[config.mk]
export PLATFORM = sky130hd
export DESIGN_NAME = mem_port_arbiter_flat
export DESIGN_NICKNAME = d
export VERILOG_FILES = /design/src/rtl/mem_port_arbiter_pkg.sv /design/src/rtl/mem_port_arbiter_if.sv /design/src/rtl/mem_port_arbiter.sv /design/src/flat_wrapper.sv
export SDC_FILE = /design/constraint.sdc
export NUM_CORES = 1
export LEC_CHECK = 0
export CORE_MARGIN = 10
export CORE_UTILIZATION = 26
export CTS_CLUSTER_SIZE = 25
export DETAILED_ROUTE_END_ITERATION = 8
export GPL_ROUTABILITY_DRIVEN = 0
export GPL_TIMING_DRIVEN = 0
export PLACE_DENSITY = 0.79
export SLEW_MARGIN = 10
export SYNTH_ARGS = -nofsm -noshare
export SYNTH_HDL_FRONTEND = slang
export SYNTH_SLANG_ARGS = --single-unit
[constraint.sdc]
create_clock -name CLK -period 2.8 [get_ports CLK]
set_input_delay 0.56 -clock CLK [delete_from_list [all_inputs] [get_ports CLK]]
set_output_delay 0.56 -clock CLK [all_outputs]
set_load 0.02 [all_outputs]
[src/rtl/mem_port_arbiter_pkg.sv]
// rtl/mem_port_arbiter_pkg.sv - shared types and encodings for the memory port arbiter
package mem_port_arbiter_pkg;

  localparam int AW_DEF = 9;
  localparam int DW_DEF = 32;

  localparam logic [1:0] WE_ON  = 2'b01;
  localparam logic [1:0] WE_OFF = 2'b00;

  typedef enum logic [1:0] {
    IDLE   = 2'd0,
    F_PEND = 2'd1,
    D_PEND = 2'd2
  } ret_state_t;

endpackage

[src/rtl/mem_port_arbiter_if.sv]
// rtl/mem_port_arbiter_if.sv - requester and memory-side signals of the memory port arbiter
interface mem_port_arbiter_if #(
  parameter int AW = mem_port_arbiter_pkg::AW_DEF,
  parameter int DW = mem_port_arbiter_pkg::DW_DEF
);
  logic          F_REQ;
  logic [AW-1:0] F_ADDR;
  logic          F_GNT;
  logic          F_RVALID;
  logic          D_REQ;
  logic          D_WE;
  logic [AW-1:0] D_ADDR;
  logic [DW-1:0] D_WDATA;
  logic          D_LOCK;
  logic          D_GNT;
  logic          D_RVALID;
  logic [DW-1:0] RDATA;
  logic [AW-1:0] MRA;
  logic [DW-1:0] MWD;
  logic [1:0]    MWE;
  logic [DW-1:0] MRD;
  logic [1:0]    IRWE;

  // Environment side: both requesters plus the memory read-data return.
  modport master (
    output F_REQ, F_ADDR, D_REQ, D_WE, D_ADDR, D_WDATA, D_LOCK, MRD,
    input  F_GNT, F_RVALID, D_GNT, D_RVALID, RDATA, MRA, MWD, MWE, IRWE
  );

  modport slave (
    input  F_REQ, F_ADDR, D_REQ, D_WE, D_ADDR, D_WDATA, D_LOCK, MRD,
    output F_GNT, F_RVALID, D_GNT, D_RVALID, RDATA, MRA, MWD, MWE, IRWE
  );
endinterface

[src/rtl/mem_port_arbiter.sv]
// rtl/mem_port_arbiter.sv - single-port memory arbiter between fetch (F) and load/store (D)
module mem_port_arbiter
  import mem_port_arbiter_pkg::*;
#(
  parameter int AW           = AW_DEF,
  parameter int STARVE_LIMIT = 4
) (
  input logic CLK,
  input logic RST_N,
  mem_port_arbiter_if.slave bus
);

  localparam logic [3:0] STARVE_MAX = 4'(STARVE_LIMIT);

  ret_state_t    state, state_next;
  logic          f_win, d_win;
  logic          lock_held;
  logic [3:0]    starve_cnt;
  logic [AW-1:0] mra_q;
  logic [AW-1:0] mra_next;

  // Grants are gated by RST_N so nothing reaches the memory while reset is held.
  always_comb begin
    f_win = 1'b0;
    d_win = 1'b0;
    if (RST_N) begin
      if (bus.D_REQ &&
          !(bus.F_REQ && !lock_held && (starve_cnt == STARVE_MAX))) begin
        d_win = 1'b1;
      end else if (bus.F_REQ && !lock_held) begin
        f_win = 1'b1;
      end
    end
  end

  always_comb begin
    mra_next = mra_q;
    if (f_win) begin
      mra_next = bus.F_ADDR;
    end else if (d_win) begin
      mra_next = bus.D_ADDR;
    end
  end

  always_ff @(posedge CLK or negedge RST_N) begin
    if (!RST_N) begin
      starve_cnt <= 4'd0;
      lock_held  <= 1'b0;
      mra_q      <= '0;
    end else begin
      if (!bus.F_REQ || f_win) begin
        starve_cnt <= 4'd0;
      end else if (starve_cnt != STARVE_MAX) begin
        starve_cnt <= starve_cnt + 4'd1;
      end

      if (!bus.D_LOCK) begin
        lock_held <= 1'b0;
      end else if (d_win) begin
        lock_held <= 1'b1;
      end

      mra_q <= mra_next;
    end
  end

  // Read-return tracker: state register / next-state / outputs.
  always_ff @(posedge CLK or negedge RST_N) begin
    if (!RST_N) begin
      state <= IDLE;
    end else begin
      state <= state_next;
    end
  end

  always_comb begin
    state_next = IDLE;
    if (f_win) begin
      state_next = F_PEND;
    end else if (d_win && !bus.D_WE) begin
      state_next = D_PEND;
    end
  end

  always_comb begin
    bus.F_GNT    = f_win;
    bus.D_GNT    = d_win;
    bus.MRA      = mra_next;
    bus.MWD      = bus.D_WDATA;
    bus.MWE      = (d_win && bus.D_WE) ? WE_ON : WE_OFF;
    bus.RDATA    = bus.MRD;
    bus.F_RVALID = (state == F_PEND);
    bus.D_RVALID = (state == D_PEND);
    bus.IRWE     = (state == F_PEND) ? WE_ON : WE_OFF;
  end

endmodule

[src/flat_wrapper.sv]
// flat-port wrapper written by rule: the top's interface ports become plain ports
module mem_port_arbiter_flat import mem_port_arbiter_pkg::*;
#(
  parameter int AW           = AW_DEF,
  parameter int STARVE_LIMIT = 4
)
  (CLK, RST_N, bus_F_REQ, bus_F_ADDR, bus_D_REQ, bus_D_WE, bus_D_ADDR, bus_D_WDATA, bus_D_LOCK, bus_MRD, bus_F_GNT, bus_F_RVALID, bus_D_GNT, bus_D_RVALID, bus_RDATA, bus_MRA, bus_MWD, bus_MWE, bus_IRWE);
  mem_port_arbiter_if #(.AW(AW), .DW(32)) bus_i ();
  input logic CLK;
  input logic RST_N;
  input wire logic [$bits(bus_i.F_REQ)-1:0] bus_F_REQ;
  input wire logic [$bits(bus_i.F_ADDR)-1:0] bus_F_ADDR;
  input wire logic [$bits(bus_i.D_REQ)-1:0] bus_D_REQ;
  input wire logic [$bits(bus_i.D_WE)-1:0] bus_D_WE;
  input wire logic [$bits(bus_i.D_ADDR)-1:0] bus_D_ADDR;
  input wire logic [$bits(bus_i.D_WDATA)-1:0] bus_D_WDATA;
  input wire logic [$bits(bus_i.D_LOCK)-1:0] bus_D_LOCK;
  input wire logic [$bits(bus_i.MRD)-1:0] bus_MRD;
  output wire logic [$bits(bus_i.F_GNT)-1:0] bus_F_GNT;
  output wire logic [$bits(bus_i.F_RVALID)-1:0] bus_F_RVALID;
  output wire logic [$bits(bus_i.D_GNT)-1:0] bus_D_GNT;
  output wire logic [$bits(bus_i.D_RVALID)-1:0] bus_D_RVALID;
  output wire logic [$bits(bus_i.RDATA)-1:0] bus_RDATA;
  output wire logic [$bits(bus_i.MRA)-1:0] bus_MRA;
  output wire logic [$bits(bus_i.MWD)-1:0] bus_MWD;
  output wire logic [$bits(bus_i.MWE)-1:0] bus_MWE;
  output wire logic [$bits(bus_i.IRWE)-1:0] bus_IRWE;
  assign bus_i.F_REQ = bus_F_REQ;
  assign bus_i.F_ADDR = bus_F_ADDR;
  assign bus_i.D_REQ = bus_D_REQ;
  assign bus_i.D_WE = bus_D_WE;
  assign bus_i.D_ADDR = bus_D_ADDR;
  assign bus_i.D_WDATA = bus_D_WDATA;
  assign bus_i.D_LOCK = bus_D_LOCK;
  assign bus_i.MRD = bus_MRD;
  assign bus_F_GNT = bus_i.F_GNT;
  assign bus_F_RVALID = bus_i.F_RVALID;
  assign bus_D_GNT = bus_i.D_GNT;
  assign bus_D_RVALID = bus_i.D_RVALID;
  assign bus_RDATA = bus_i.RDATA;
  assign bus_MRA = bus_i.MRA;
  assign bus_MWD = bus_i.MWD;
  assign bus_MWE = bus_i.MWE;
  assign bus_IRWE = bus_i.IRWE;
  mem_port_arbiter #(.AW(AW), .STARVE_LIMIT(STARVE_LIMIT)) u_core (.CLK(CLK), .RST_N(RST_N), .bus(bus_i));
endmodule
==> out/qor.yml <==
synth:
  yosys_most_used_dff: "dfrtp_1"
  netlist_top_cells_count: "67 x buf_4, 16 x dfrtp_1, 10 x a21oi_1, 10 x nand3_1, 9 x a221o_1"
  synth-edff-count: 0
  synthesis.area_um2: 1330
  netlist.area_leader.share: 0.379
  synth-warning-count: 0
  syn_area_per_cell_um2: 9.10
  yosysMostFrequentCell: "buf_4"
  yosysTopAreaCell: "buf_4"
  ys_seq_area_frac: 0.301
  synth_area_leaders: "buf_4 38%, dfrtp_1 30%, a221o_1 6.8%, a21oi_1 3.8%, nand3_1 3.8%"
  async_flop_share: 1.00
  synthesis.instances: 146
  synth_seq_cells: 16
  yosysUniqueCellTypes: 24
global_routing:
  overflow: 0
  grt_pass1_vias: 1530
  grt_pass1_wl_um: 8000
  grt_util_all_layers: 0.118
  antenna_found_initial: 0
  grt_max_degree: 21
critical_path:
  worstRegToRegCells: 7
  worstReg2RegEnd: "u_core.mra_q[3]"
  cp.required_ns: 2.24
  start_kind: "input port"
  reg2reg_slack_ns: 0.98
  crit_arrival_ns: 2.13
  crit_fanout: 10
  timing.rr.start: "u_core.starve_cnt[0]"
  end_kind: "primary output"
  setup.worst_path.class: "in2out"
floorplan:
  initial_core_util: 0.274
  die-area_um2: 8370
  core_um2: 4850
  fp.dieH_um: 91.5
  ios: 169
  die_x_um: 91.5
  rows: 25
clocking:
  cts_hold_buf: 0
  cts.sinks: 16
  cts_buffers: 3
  cts_root_buffer: "clkbuf_8"
  htree_levels: 1
  cts_tree: "done"
  insertion_delay_ns: 0.25
  clk_pin_slew_worst_paths_ns: 0.06
  cts_buffer_depth: 2
route:
  vias: 1345
  dr.pass1.iters: 4
  dr.first_iter.drc_count: 42
  viasPerCell: 4.22
  wl_per_cell_um: 16.4
  drc: 0
  routed_wl_um: 5230
  postRouteAntennaNets: 0
sta:
  setup_violations: 0
  rsz0062_at_grt: "no"
  skew_ns: 0.00137
  max_slew_margin: 0.653
  max_freq_mhz: 372
  finalHoldViolCount: 0
  setup_tns_ns: 0
  worstMarginPinSlew_ns: 0.520
  finalCriticalPeriod_ns: 2.69
  timing.final.crit_share: 0.961
  drv_slew: 0
  fin_ws_ns: 0.108
finish:
  layout-drive-gt1-share: 0.353
  diodes: 0
  area_delta_synth_final_pct: 85.0
  layout.nets: 344
  fillers: 493
  postLayoutCellArea_um2: 2460
job:
  cap_violations: 0
placement:
  dp_hpwl_um: 4500
  io_buffer_count: 102
  dpl_worst_slack_ns: -0.939
  placed_area_um2: 2440
pwr:
  ir_drop_uv: 169
  p_leak_nw: 1.18
  p_per_area_nw_per_um2: 350
outcome:
  outcome: "completed"
min_path:
  hold_path.class: "in2async"
## cells in the final DEF (no fill, tap or decap), drive strengths merged, types with 3 or more instances in the layout
master / n
nand3: 10
nor3b: 4
inv: 4
dlygate4sd2: 3
dfrtp: 16
clkdlybuf4s50: 89
a221o: 9
clkbuf: 4
a21oi: 10
buf: 81
nor2b: 4
## worst max path at each step
stage	from	end	slack, ns	cells after the start
after floorplan	u_core.starve_cnt[0]	bus_MRA[0]	0.56	7
after global placement	RST_N	bus_MRA[1]	-0.91	4
after detailed placement	RST_N	bus_MRA[3]	-0.94	4
after CTS	u_core.starve_cnt[0]	bus_MRA[3]	0.006	8
after global routing	bus_D_REQ	bus_MWE[0]	0.002	6
final	bus_F_REQ	bus_MWE[0]	0.11	6
## sequential cells by signal, indices dropped and copies added, names as in the netlist
signal	cells
u_core.state	2
u_core.lock_held	1
u_core.mra_q	9
u_core.starve_cnt	4
## per-layer routing
| layer | global-route usage | vias up | wire length [um] |
|---|---|---|---|
| met5 | 0 | - | 0 |
| met4 | 0.0117 | 0 | 18 |
| met2 | 0.207 | 91 | 2600 |
| met3 | 0.0914 | 2 | 783 |
| li1 | - | 636 | - |
| met1 | 0.111 | 616 | 1820 |
## metrics by stage
| step | hold WS [ns] | utilization | instances | total power [mW] |
|---|---|---|---|---|
| floorplan | 0.264 | - | 147 | 0.513 |
| global placement | 0.499 | 0.503 | 316 | 0.707 |
| detailed placement | 0.497 | 0.503 | 316 | 0.714 |
| CTS | 0.381 | 0.519 | 319 | 0.887 |
| global route | 0.417 | 0.507 | 319 | 0.909 |
| finish | 0.373 | 0.507 | 319 | 0.861 |
## power by group
group	switching [mW]	leakage (nW)	internal [mW]	total, mW
clock network	0.0762	0.0216	0.0953	0.172
logic	0.196	0.953	0.225	0.420
registers	0.0118	0.205	0.258	0.269
total	0.284	1.18	0.578	0.861
## timing repair
item / CTS / global route
resized for setup: 41 / 9
setup endpoints to repair: 12 / 9
buffers inserted: 0 / 0
## cell type report
cell class                 count  area (um2)  share of cell area
buffer                        73         548               0.223
clock buffer                   3        41.3              0.0168
inverter                       4        15.0             0.00611
multi-input combinational     54         397               0.161
sequential                    16         400               0.163
tap                           67        83.8              0.0341
timing repair buffer         102         973               0.396
## cells by family (layout without fill, tap and decap cells)
kind of cell,after synthesis,in the layout,synth area share
buf+inv,77,182,0.420
compound gates,23,23,0.130
simple gates,23,23,0.0989
flops,16,16,0.301
fa+ha+maj,2,2,0.0188
xor+xnor,2,2,0.0132
mux,2,2,0.0151
other cells,1,2,0.00282
## critical path, cell delays in order
cell and delay (ns):
clkdlybuf4s50_1 0.57, nor2b_4 0.23, buf_4 0.21, a21oi_2 0.09, and2_1 0.15, dlygate4sd2_1 0.32
No activity file was read; power rests on OpenSTA's default activity.
